<file path="src/rtl/regfile_sb.sv">
// regfile_sb: parametrised register file with two combinational read ports
// and one write port. Writes can be forwarded to the read ports in the same
// cycle. A per-register busy scoreboard lets the hazard unit stall on
// operands that are still waiting to be written back.
module regfile_sb #(
    parameter int DATA_WIDTH = 16,
    parameter int ADDR_WIDTH = 3,
    parameter int BYPASS     = 1,
    parameter int ZERO_REG   = 0
) (
    input  logic                        clock,
    input  logic                        reset,
    input  logic [ADDR_WIDTH-1:0]       rd1,
    output logic [DATA_WIDTH-1:0]       rd1_data,
    output logic                        rd1_busy,
    input  logic [ADDR_WIDTH-1:0]       rd2,
    output logic [DATA_WIDTH-1:0]       rd2_data,
    output logic                        rd2_busy,
    input  logic [ADDR_WIDTH-1:0]       wr1,
    input  logic [DATA_WIDTH-1:0]       wr1_data,
    input  logic                        wr1_enable,
    input  logic [ADDR_WIDTH-1:0]       claim,
    input  logic                        claim_enable,
    output logic [(2**ADDR_WIDTH)-1:0]  busy_vec
);

    localparam int NUM_REGS = 2 ** ADDR_WIDTH;

    logic [DATA_WIDTH-1:0] regs [NUM_REGS];
    logic [NUM_REGS-1:0]   busy;
    logic [NUM_REGS-1:0]   busy_next;
    logic                  wr_ok;
    logic                  claim_ok;

    // Index 0 is read-only and never busy when it is the hardwired zero register.
    function automatic logic is_zero_idx(input logic [ADDR_WIDTH-1:0] idx);
        return (ZERO_REG != 0) && (idx == '0);
    endfunction

    // Forwarding applies only when the write port targets this read index now.
    function automatic logic fwd_hit(input logic [ADDR_WIDTH-1:0] idx);
        return (BYPASS != 0) && wr1_enable && (wr1 == idx);
    endfunction

    // Read data: reset forces zero, the zero register beats forwarding.
    function automatic logic [DATA_WIDTH-1:0] read_data(input logic [ADDR_WIDTH-1:0] idx);
        if (reset || is_zero_idx(idx))
            return '0;
        else if (fwd_hit(idx))
            return wr1_data;
        else
            return regs[idx];
    endfunction

    // Read busy: a forwarded operand is valid this cycle, so it is not pending.
    function automatic logic read_busy(input logic [ADDR_WIDTH-1:0] idx);
        if (reset || is_zero_idx(idx) || fwd_hit(idx))
            return 1'b0;
        else
            return busy[idx];
    endfunction

    assign wr_ok    = wr1_enable && !is_zero_idx(wr1);
    assign claim_ok = claim_enable && !is_zero_idx(claim);

    // Next scoreboard: clear on writeback, then set on claim so a new producer wins.
    always_comb begin
        busy_next = busy;
        if (wr_ok)
            busy_next[wr1] = 1'b0;
        if (claim_ok)
            busy_next[claim] = 1'b1;
    end

    // Scoreboard flops; reset discards any in-flight claims.
    always_ff @(posedge clock) begin
        if (reset)
            busy <= '0;
        else
            busy <= busy_next;
    end

    // Register array; reset clears every entry and drops a concurrent write.
    always_ff @(posedge clock) begin
        if (reset) begin
            for (int i = 0; i < NUM_REGS; i++)
                regs[i] <= '0;
        end else if (wr_ok) begin
            regs[wr1] <= wr1_data;
        end
    end

    // Combinational read ports, each resolved independently.
    always_comb begin
        rd1_data = read_data(rd1);
        rd1_busy = read_busy(rd1);
        rd2_data = read_data(rd2);
        rd2_busy = read_busy(rd2);
    end

    assign busy_vec = busy;

endmodule

</file>
<file path="config.mk">
export PLATFORM = sky130hd
export DESIGN_NAME = regfile_sb
export DESIGN_NICKNAME = d
export VERILOG_FILES = /design/src/rtl/regfile_sb.sv
export SDC_FILE = /design/constraint.sdc
export NUM_CORES = 1
export LEC_CHECK = 0
export BUFFER_PORTS_ARGS = -buffer_cell sky130_fd_sc_hd__buf_2
export CAP_MARGIN = 20
export CORE_ASPECT_RATIO = 0.7
export CORE_MARGIN = 5
export CORE_UTILIZATION = 40
export CTS_CLUSTER_SIZE = 40
export DETAILED_ROUTE_END_ITERATION = 8
export PLACE_DENSITY = 0.61
export SETUP_SLACK_MARGIN = 0.15
export SYNTH_ARGS = -nofsm -noshare
export SYNTH_HDL_FRONTEND = slang
export SYNTH_SLANG_ARGS = --single-unit
</file>
<file path="constraint.sdc">
create_clock -name clock -period 2.6 [get_ports clock]
set_input_delay 0.52 -clock clock [delete_from_list [all_inputs] [get_ports clock]]
set_output_delay 0.52 -clock clock [all_outputs]
set_load 0.005 [all_outputs]
</file>
==> impl_metrics.env, run 1 <==
export IMPL_fp_dieArea_mm2=0.0221
export IMPL_clk_pin_slew_ns=0.05
export IMPL_seq_area_frac_synth_pct=52.2
export IMPL_p_int_uw=4270
export IMPL_synth_edf_count=128
export IMPL_track_usage_pct=21.7
export IMPL_crit_start="wr1[2]"
export IMPL_dp_hpwl_um=16400
export IMPL_htreeDepth=4
export IMPL_port_buffers=73
export IMPL_p_clk_share_pct=38.0
export IMPL_synth_seq_cells=136
export IMPL_rows=42
export IMPL_cts_buffers=17
export IMPL_grt_antenna_before_repair=0
export IMPL_p_per_area_mw_per_mm2=601
export IMPL_syn_nets=640
export IMPL_clockBufferDepth=2
export IMPL_vias=5711
export IMPL_irDropWorstVdd_mv=0.425
export IMPL_yosysTopAreaCell="edfxtp_1"
export IMPL_clock_latency_ns=0.42
export IMPL_place_congestion=0.880
export IMPL_switchingPower_uw=1500
export IMPL_grt_setup_unrepaired="true"
export IMPL_drv_slew=0
export IMPL_syn_area_mm2=0.00767
export IMPL_ys_warn_count=0
export IMPL_grt_max_degree=43
export IMPL_nFillCells=1576
export IMPL_drive_gt1_share_pct=34.3
export IMPL_die_w_um=176
export IMPL_finalHoldViolCount=0
export IMPL_rr_startpoint="busy_vec[7]"
export IMPL_r2r_setup_slack_ns=1.87
export IMPL_io_pins=74
export IMPL_viasPerCell=5.93
export IMPL_finClkSkew_ns=0
export IMPL_yosysUniqueCellTypes=33
export IMPL_holdCritStartpoint="claim[2]"
export IMPL_end_kind="primary output"
export IMPL_synthFlopType="edfxtp_1"
export IMPL_clock_fmax_ghz=0.400
export IMPL_syn_to_final_growth_pct=25.3
export IMPL_clock_sinks=136
export IMPL_grt_pass1_vias=5697
export IMPL_antenna_left=0
export IMPL_status="finished, final reports clean"
export IMPL_post_place_ws_ns=-0.0676
export IMPL_grt_pass1_wl_um=35900
export IMPL_timing_final_ws_setup_ns=0.101
export IMPL_startpoint_type="input pin"
export IMPL_drt_pass1_iterations=5
export IMPL_diodes=0
export IMPL_clockRootBuffer="clkbuf_16"
export IMPL_hold_class="input pin to register"
export IMPL_combinationalPowerShare_pct=16.8
export IMPL_seqPwrFrac_pct=45.2
export IMPL_cts_hold_buf=0
export IMPL_dr_first_iter_drc_count=644
export IMPL_path_max_fanout=10
export IMPL_worst_hold_slack_ns=0.395
export IMPL_grt_overflow=0
export IMPL_drc_errors=0
export IMPL_critPathRequiredTime_ns=2.08
export IMPL_die_h_um=126
export IMPL_yosys_top_cells_area="edfxtp_1 50%, mux4_2 11%, and2_1 10%, mux2i_1 8.4%, a211oi_1 3.1%"
export IMPL_setup_viol=0
export IMPL_switching_share_pct=26.0
export IMPL_crit_arrival_ns=1.98
export IMPL_worst_pin_slew_ns=0.979
export IMPL_period_share_pct=96.1
export IMPL_instances_no_fill=963
export IMPL_ys_top_cells_by_count="128 x and2_1, 128 x edfxtp_1, 64 x mux2i_1"
export IMPL_finalCriticalPeriod_ns=2.50
export IMPL_slew_limit_headroom_pct=34.5
export IMPL_syn_inst=608
export IMPL_drv_cap=0
export IMPL_p_leak_uw=0.00366
export IMPL_core_area_mm2=0.0189
export IMPL_wl_per_cell_um=25.4
export IMPL_critPathKind="input pin to primary output"
export IMPL_cts_tree="built"
export IMPL_postSynthAreaPerCell_um2=12.6
export IMPL_initial_utilization_pct=40.7
export IMPL_dp_cells=920
export IMPL_synth_top_area_share_pct=50.1
export IMPL_final_nets=740
export IMPL_async_reset_ff_share_pct=0
export IMPL_wl_um=24500
## registers in the layout, indices dropped and copies added (netlist names)
register  cells
regs        128
busy_vec      8
## path summary, 6_finish.rpt
path	endpoint	depth (start not counted)
setup / recovery	rd1_data[0]	7
hold / removal	busy_vec[3]	2
setup reg to reg	busy_vec[7]	2
hold reg to reg	busy_vec[2]	2
## metrics by stage
| stage | power, uW | TNS [ns] | util, % | cell area, um^2 |
|---|---|---|---|---|
| 2_1_floorplan | 3110 | 0 | - | 7670 |
| 5_1_grt | 5950 | 0 | 50.9 | 9610 |
| 4_1_cts | 5720 | 0 | 49.5 | 9330 |
| 3_5_place_dp | 3510 | -0.105 | 45.8 | 8650 |
| 3_3_place_gp | 3470 | -0.0465 | 45.4 | 8570 |
| 6_report | 5780 | 0 | 50.9 | 9610 |
## power groups by stage
| stage | clock network, uW | logic [uW] | registers [uW] |
|---|---|---|---|
| after floorplan | 0 | 480 | 2630 |
| after global placement | 0 | 824 | 2640 |
| after detailed placement | 0 | 852 | 2650 |
| after CTS | 2210 | 900 | 2610 |
| after global routing | 2300 | 1020 | 2630 |
| final | 2200 | 968 | 2610 |
## logic make-up after synthesis
| group | Yosys count | share of synthesized area (%) |
|---|---|---|
| mux | 102 | 19.5 |
| flops | 136 | 52.2 |
| buf+inv | 59 | 3.78 |
| compound gates | 78 | 7.08 |
| xor+xnor | 6 | 0.685 |
| simple gates | 227 | 16.7 |
## layout make-up
cell class | instances | area [um^2] | area share (%)
clock buffer | 21 | 440 | 4.58
tap | 242 | 303 | 3.15
sequential | 136 | 4000 | 41.7
timing repair buffer | 127 | 1090 | 11.4
multi-input combinational | 415 | 3640 | 37.9
clock inverter | 11 | 82.6 | 0.860
inverter | 11 | 41.3 | 0.430
## metal layers
layer / wire, um / up-vias / track usage [%] / part of all wire, %
met4: 602 / 0 / 6.78 / 2.5
met2: 11700 / 268 / 35.3 / 48
met3: 2030 / 43 / 5.81 / 8.3
li1: - / 2503 / - / -
met5: 0 / - / 0 / 0
met1: 10100 / 2897 / 28.8 / 41
## worst max-delay path, stage by stage
cell,delay (ns)
clkbuf_4,0.19
xnor2_1,0.26
and4_4,0.28
buf_6,0.18
a211oi_2,0.06
nor3_1,0.30
buf_2,0.19
## what timing repair did
action | in CTS | in global routing
setup buffers | 1 | 6
pin swaps | 5 | 12
setup endpoints to repair | 29 | 28
gates cloned | 1 | 3
resized for setup | 28 | 39
## placed cells by master, fill, tap and decap left out, types with 5 or more instances in the layout
| cell type | n |
|---|---|
| buf_4 | 30 |
| o22ai_1 | 28 |
| buf_12 | 14 |
| nor3_1 | 26 |
| edfxtp_1 | 128 |
| buf_6 | 5 |
| clkbuf_16 | 18 |
| nor3_2 | 8 |
| nor2_1 | 38 |
| dfxtp_1 | 8 |
| mux2i_1 | 62 |
| a211oi_2 | 23 |
| and2_1 | 128 |
| a211oi_1 | 8 |
| mux4_2 | 38 |
| inv_1 | 11 |
| nand2_1 | 8 |
| buf_2 | 67 |
Note: power is estimated with default switching activity, not from simulation.
==> inputs of run 2 (changes only) <==
--- a/config.mk
+++ b/config.mk
@@ -10,8 +10,10 @@
 export CORE_ASPECT_RATIO = 0.7
 export CORE_MARGIN = 5
 export CORE_UTILIZATION = 40
+export CTS_BUF_LIST = sky130_fd_sc_hd__clkbuf_16
 export CTS_CLUSTER_SIZE = 40
 export DETAILED_ROUTE_END_ITERATION = 8
+export MAX_ROUTING_LAYER = met4
 export PLACE_DENSITY = 0.61
 export SETUP_SLACK_MARGIN = 0.15
 export SYNTH_ARGS = -nofsm -noshare
==> run 2 against run 1 <==
Compared with the run above:
- sequential power hardly changed
- wire length is 0.27% higher
- largest cell class unchanged
- sequential share of layout area stayed put
- flip-flop and latch count stayed put
- clock power hardly changed
- global-route usage is 0.65 points higher
- register-to-register slack hardly changed
- count of clock-buffer cells in the layout is 4 lower
- clock skew stayed put
- core utilization stayed put
- fmax is 1.8% lower
==> impl_metrics.env, run 2 (same netlist as run 1, synthesis figures left out) <==
export IMPL_drive_gt1_share_pct=34.3
export IMPL_rr_startpoint="busy_vec[7]"
export IMPL_combinationalPowerShare_pct=16.8
export IMPL_nFillCells=1576
export IMPL_dpl_cell_area_mm2=0.00865
export IMPL_reg2reg_to="busy_vec[7]"
export IMPL_clockRootBuffer="clkbuf_16"
export IMPL_worst_pin_slew_ns=0.911
export IMPL_die_h_um=126
export IMPL_whs_endpoint="busy_vec[3]"
export IMPL_worst_hold_slack_ns=0.390
export IMPL_diodes=0
export IMPL_p_leak_uw=0.00368
export IMPL_die_w_um=176
export IMPL_most_common_layout_cells="128 x and2_1, 128 x edfxtp_1, 67 x buf_2"
export IMPL_path_max_fanout=10
export IMPL_final_nets=740
export IMPL_slowest_delay_ns=0.32
export IMPL_min_path_cells=2
export IMPL_timing_final_ws_setup_ns=0.0561
export IMPL_cp_top_family="simple AND/OR/NAND/NOR gates"
export IMPL_viasPerCell=5.96
export IMPL_place_congestion=0.894
export IMPL_grt_max_degree=43
export IMPL_crit_arrival_ns=2.02
export IMPL_crit_slowest_cell="nor3_1"
export IMPL_io_pins=74
export IMPL_largest_register="regs"
export IMPL_drc_errors=0
export IMPL_clockBufferDepth=2
export IMPL_irDropWorstVdd_mv=0.432
export IMPL_setup_viol=0
export IMPL_drv_slew=0
export IMPL_syn_to_final_growth_pct=25.3
export IMPL_largest_reg_flops=128
export IMPL_dp_hpwl_um=16400
export IMPL_r2r_setup_slack_ns=1.88
export IMPL_grt_antenna_before_repair=0
export IMPL_cts_buffers=17
export IMPL_stdcell_area_mm2=0.00961
export IMPL_fp_dieArea_mm2=0.0221
export IMPL_drt_pass1_iterations=5
export IMPL_p_clk_share_pct=37.9
export IMPL_clock_sinks=136
export IMPL_critPathKind="input pin to primary output"
export IMPL_slew_limit_headroom_pct=39.0
export IMPL_port_buffers=73
export IMPL_clock_fmax_ghz=0.393
export IMPL_antenna_left=0
export IMPL_wl_per_cell_um=25.5
export IMPL_wl_um=24500
export IMPL_rows=42
export IMPL_hold_class="input pin to register"
export IMPL_core_area_mm2=0.0189
export IMPL_vias=5741
export IMPL_holdCritStartpoint="claim[2]"
export IMPL_critPathRequiredTime_ns=2.08
export IMPL_clock_latency_ns=0.42
export IMPL_finalCriticalPeriod_ns=2.54
export IMPL_grt_pass1_wl_um=35900
export IMPL_finalHoldViolCount=0
export IMPL_crit_chain="clkbuf_4, xnor2_1, and4_4, buf_6, a211oi_2, nor3_1, buf_2"
export IMPL_seqPwrFrac_pct=45.3
export IMPL_p_per_area_mw_per_mm2=600
export IMPL_dr_first_iter_drc_count=670
export IMPL_initial_utilization_pct=40.7
export IMPL_final_util_pct=50.9
export IMPL_grt_setup_unrepaired="true"
export IMPL_end_kind="primary output"
export IMPL_clk_pin_slew_ns=0.05
export IMPL_startpoint_type="input pin"
export IMPL_switching_share_pct=26.1
export IMPL_ff2ff_path_depth=2
export IMPL_grt_overflow=0
export IMPL_finClkSkew_ns=0
export IMPL_drv_cap=0
export IMPL_status="finished, final reports clean"
export IMPL_htreeDepth=4
export IMPL_cts_hold_buf=0
export IMPL_worst_path_buf_inv=3
export IMPL_period_share_pct=97.8
export IMPL_track_usage_pct=22.4
export IMPL_switchingPower_uw=1510
export IMPL_cts_tree="built"
export IMPL_p_int_uw=4260
export IMPL_post_place_ws_ns=-0.0676
export IMPL_grt_pass1_vias=5717
run 2: worst max-delay path by stage:
| stage | cells past startpoint | to | slack (ns) | from |
|---|---|---|---|---|
| 2_1_floorplan | 4 | rd1_data[0] | 0.45 | rd1[1] |
| 3_3_place_gp | 7 | rd1_data[10] | -0.03 | rd1[1] |
| 3_5_place_dp | 7 | rd1_data[10] | -0.07 | rd1[1] |
| 4_1_cts | 6 | rd1_data[10] | 0.11 | rd1[1] |
| 5_1_grt | 7 | rd2_data[15] | 0.05 | rd2[2] |
| 6_report | 7 | rd1_data[0] | 0.06 | wr1[2] |
run 2: layout make-up:
cell class | instances | area [um^2] | area share (%)
Clock inverter | 15 | 97.6 | 1.02
Clock buffer | 17 | 425 | 4.43
Sequential cell | 136 | 4000 | 41.7
Tap cell | 242 | 303 | 3.15
Inverter | 11 | 41.3 | 0.430
Multi-Input combinational cell | 415 | 3640 | 37.9
Timing Repair Buffer | 127 | 1090 | 11.4
run 2: stage by stage:
stage                     setup TNS [ns]  cells  total power, uW
final                                  0    963             5770
after global routing                   0    963             5930
after CTS                              0    954             5700
after detailed placement          -0.105    920             3510
after global placement           -0.0465    917             3470
after floorplan                        0    608             3110
run 2: repair_timing:
action | CTS | global route
buffers inserted | 1 | 6
endpoints found under the setup margin | 29 | 28
gates resized for setup | 28 | 39
pin swaps | 5 | 12
gates cloned | 1 | 3
run 2: power by group through the flow:
stage | Clock [uW] | Sequential, uW | Combinational, uW
after floorplan | 0 | 2630 | 480
after global placement | 0 | 2640 | 824
after detailed placement | 0 | 2650 | 852
after CTS | 2190 | 2610 | 900
after global routing | 2290 | 2630 | 1020
final | 2180 | 2610 | 971
run 2: worst register-to-register path, cell delays in order, from the launching register on:
cell,delay (ns)
dfxtp_1,0.40
inv_1,0.06
o22ai_1,0.18
run 2: per-layer routing:
metal  up-vias  global-route usage [%]  part of all wire, %
li1       2504                       -                    -
met1      2900                    28.8                   41
met2       282                    35.2                   48
met3        55                    5.75                  8.3
met4         0                    6.78                  2.7
met5         -                       -                    0
==> inputs of run 3 (changes only) <==
--- a/config.mk
+++ b/config.mk
@@ -5,6 +5,7 @@
 export SDC_FILE = /design/constraint.sdc
 export NUM_CORES = 1
 export LEC_CHECK = 0
+export ABC_AREA = 1
 export BUFFER_PORTS_ARGS = -buffer_cell sky130_fd_sc_hd__buf_2
 export CAP_MARGIN = 20
 export CORE_ASPECT_RATIO = 0.7
@@ -13,8 +14,9 @@
 export CTS_BUF_LIST = sky130_fd_sc_hd__clkbuf_16
 export CTS_CLUSTER_SIZE = 40
 export DETAILED_ROUTE_END_ITERATION = 8
+export GPL_ROUTABILITY_DRIVEN = 0
 export MAX_ROUTING_LAYER = met4
-export PLACE_DENSITY = 0.61
+export PLACE_DENSITY = 0.6
 export SETUP_SLACK_MARGIN = 0.15
 export SYNTH_ARGS = -nofsm -noshare
 export SYNTH_HDL_FRONTEND = slang
==> run 3 against run 2 <==
Compared with the run above:
- critical path depth increased by 3
- sequential share of layout area fell by 0.081 points
- non-clock buffer count decreased by 1
- count of clock-buffer cells in the layout is the same
- area after synthesis grew 6.9%
==> impl_metrics.env, run 3 <==
export IMPL_yosysTopAreaCell="edfxtp_1"
export IMPL_ys_top_cells_by_count="395 x nand2_1, 216 x nor2_1, 211 x nand3_1"
export IMPL_synth_seq_cells=136
export IMPL_drt_pass1_iterations=5
export IMPL_path_max_fanout=13
export IMPL_yosys_top_cells_area="edfxtp_1 47%, nand2_1 18%, nand3_1 13%, nor2_1 9.9%, dfxtp_1 2.0%"
export IMPL_syn_area_mm2=0.00820
export IMPL_finClkSkew_ns=0
export IMPL_grt_setup_unrepaired="false"
export IMPL_p_leak_uw=0.00430
export IMPL_end_kind="primary output"
export IMPL_synth_edf_count=128
export IMPL_clockRootBuffer="clkbuf_16"
export IMPL_irDropWorstVdd_mv=0.406
export IMPL_cts_tree="built"
export IMPL_hold_class="input pin to register"
export IMPL_async_reset_ff_share_pct=0
export IMPL_setup_viol=0
export IMPL_dr_first_iter_drc_count=1004
export IMPL_ys_warn_count=0
export IMPL_grt_pass1_vias=7472
export IMPL_grt_overflow=0
export IMPL_grt_use_met1_pct=36.0
export IMPL_most_common_layout_cells="395 x nand2_1, 216 x nor2_1, 211 x nand3_1"
export IMPL_drive_gt1_share_pct=16.7
export IMPL_use_met2_pct=39.6
export IMPL_syn_nets=1142
export IMPL_final_common_cell="nand2_1"
export IMPL_synth_most_common_cell="nand2_1"
export IMPL_vias=8148
export IMPL_status="finished, final reports clean"
export IMPL_die_h_um=130
export IMPL_syn_inst=1110
export IMPL_core_area_mm2=0.0200
export IMPL_critPathRequiredTime_ns=2.08
export IMPL_syn_to_final_growth_pct=17.5
export IMPL_critPathKind="input pin to primary output"
export IMPL_largest_register="regs"
export IMPL_track_usage_pct=26.0
export IMPL_crit_arrival_ns=1.84
export IMPL_postSynthAreaPerCell_um2=7.38
export IMPL_clock_fmax_ghz=0.423
export IMPL_clock_latency_ns=0.42
export IMPL_yosysUniqueCellTypes=24
export IMPL_clock_sinks=136
export IMPL_seq_area_frac_synth_pct=48.9
export IMPL_largest_reg_flops=128
export IMPL_cts_repair_timing_setup_buffer_count=0
export IMPL_diodes=0
export IMPL_slew_limit_headroom_pct=64.7
export IMPL_worst_pin_slew_ns=0.529
export IMPL_drc_errors=0
export IMPL_viasPerCell=5.56
export IMPL_clk_pin_slew_ns=0.06
export IMPL_grt_use_met3_pct=5.04
export IMPL_wl_um=29500
export IMPL_finalCriticalPeriod_ns=2.36
export IMPL_drv_cap=0
export IMPL_rr_startpoint="busy_vec[1]"
export IMPL_wl_per_cell_um=20.1
export IMPL_clockBufferDepth=2
export IMPL_grt_antenna_before_repair=0
export IMPL_synth_top_area_share_pct=46.9
export IMPL_drv_slew=0
export IMPL_crit_start="rd2[0]"
export IMPL_htreeDepth=4
export IMPL_grt_max_degree=70
export IMPL_initial_utilization_pct=41.1
export IMPL_startpoint_type="input pin"
export IMPL_grt_pass1_wl_um=44700
export IMPL_period_share_pct=90.9
export IMPL_synthFlopType="edfxtp_1"
export IMPL_cts_buffers=17
export IMPL_holdCritStartpoint="claim_enable"
export IMPL_tns_ns=0
export IMPL_final_nets=1215
export IMPL_die_w_um=181
export IMPL_antenna_left=0
export IMPL_dp_hpwl_um=18600
export IMPL_port_buffers=73
export IMPL_finalHoldViolCount=0
export IMPL_fp_dieArea_mm2=0.0235
export IMPL_total_power_uw=6070
export IMPL_grt_busiest_layer="met2"
export IMPL_rows=43
export IMPL_p_per_area_mw_per_mm2=631
export IMPL_io_pins=74
[run 3: changes by cell type after synthesis, sizes merged, moves of 38 or more]
cell / change
nand2: +391
mux4: -38
nor2: +197
mux2i: -64
nand3: +214
and2: -128
[run 3: per-layer routing]
layer / routed length (um) / vias to the layer above
met3: 3270 / 44
met2: 13100 / 508
met4: 503 / 0
met5: 0 / -
li1: - / 3761
met1: 12600 / 3835
[run 3: area by class of cell]
type,instances,area (um^2)
flip-flops and latches,136,4000
clock buffers,17,425
inverters,34,133
clock inverters,15,176
well taps,270,338
multi-input cells,868,3690
repair buffers,126,861
fillers,1989,10300
[run 3: logic make-up (layout without fill, tap and decap cells)]
family                 Yosys count  in the layout  share of synthesized area [%]
AND/OR/NAND/NOR                854            854                           44.1
AO/OA/AOI/OAI                   14             14                          0.870
buffers and inverters          106            192                           6.14
flip-flops                     136            136                           48.9
[run 3: timing repair]
item,in CTS,in global routing
endpoints found under the setup margin,0,23
gates resized for setup,0,5
hold buffers,0,0
[run 3: worst max-delay path, cell delays in order]
cell and delay, ns:
clkbuf_4 0.19, inv_2 0.11, buf_4 0.22, nand2_1 0.07, nand3_1 0.07, nand2_1 0.06
nor2_1 0.25, nor2_1 0.10, nor2_2 0.11, buf_2 0.12
[run 3: through the flow]
stage | std cells | setup slack, ns | utilization (%) | instance area, um^2 | hold slack, ns
after floorplan | 1110 | 0.674 | - | 8200 | 0.487
after global placement | 1434 | 0.239 | 45.1 | 9010 | 0.520
after detailed placement | 1434 | 0.206 | 45.1 | 9010 | 0.518
after CTS | 1466 | 0.198 | 48.2 | 9610 | 0.386
after global routing | 1466 | 0.160 | 48.2 | 9630 | 0.400
final | 1466 | 0.236 | 48.2 | 9630 | 0.403
[run 3: final timing paths]
kind                                     to  slack (ns)  cells after the start
worst max-delay path            rd2_data[0]        0.24                     10
worst min-delay path            busy_vec[5]        0.40                      3
worst min register to register  busy_vec[5]        0.52                      2
worst max register to register  busy_vec[1]        1.95                      2
[run 3: power by group]
part	internal [uW]	switching [uW]
sequential	2530	71.7
combinational	313	665
clock	1510	983
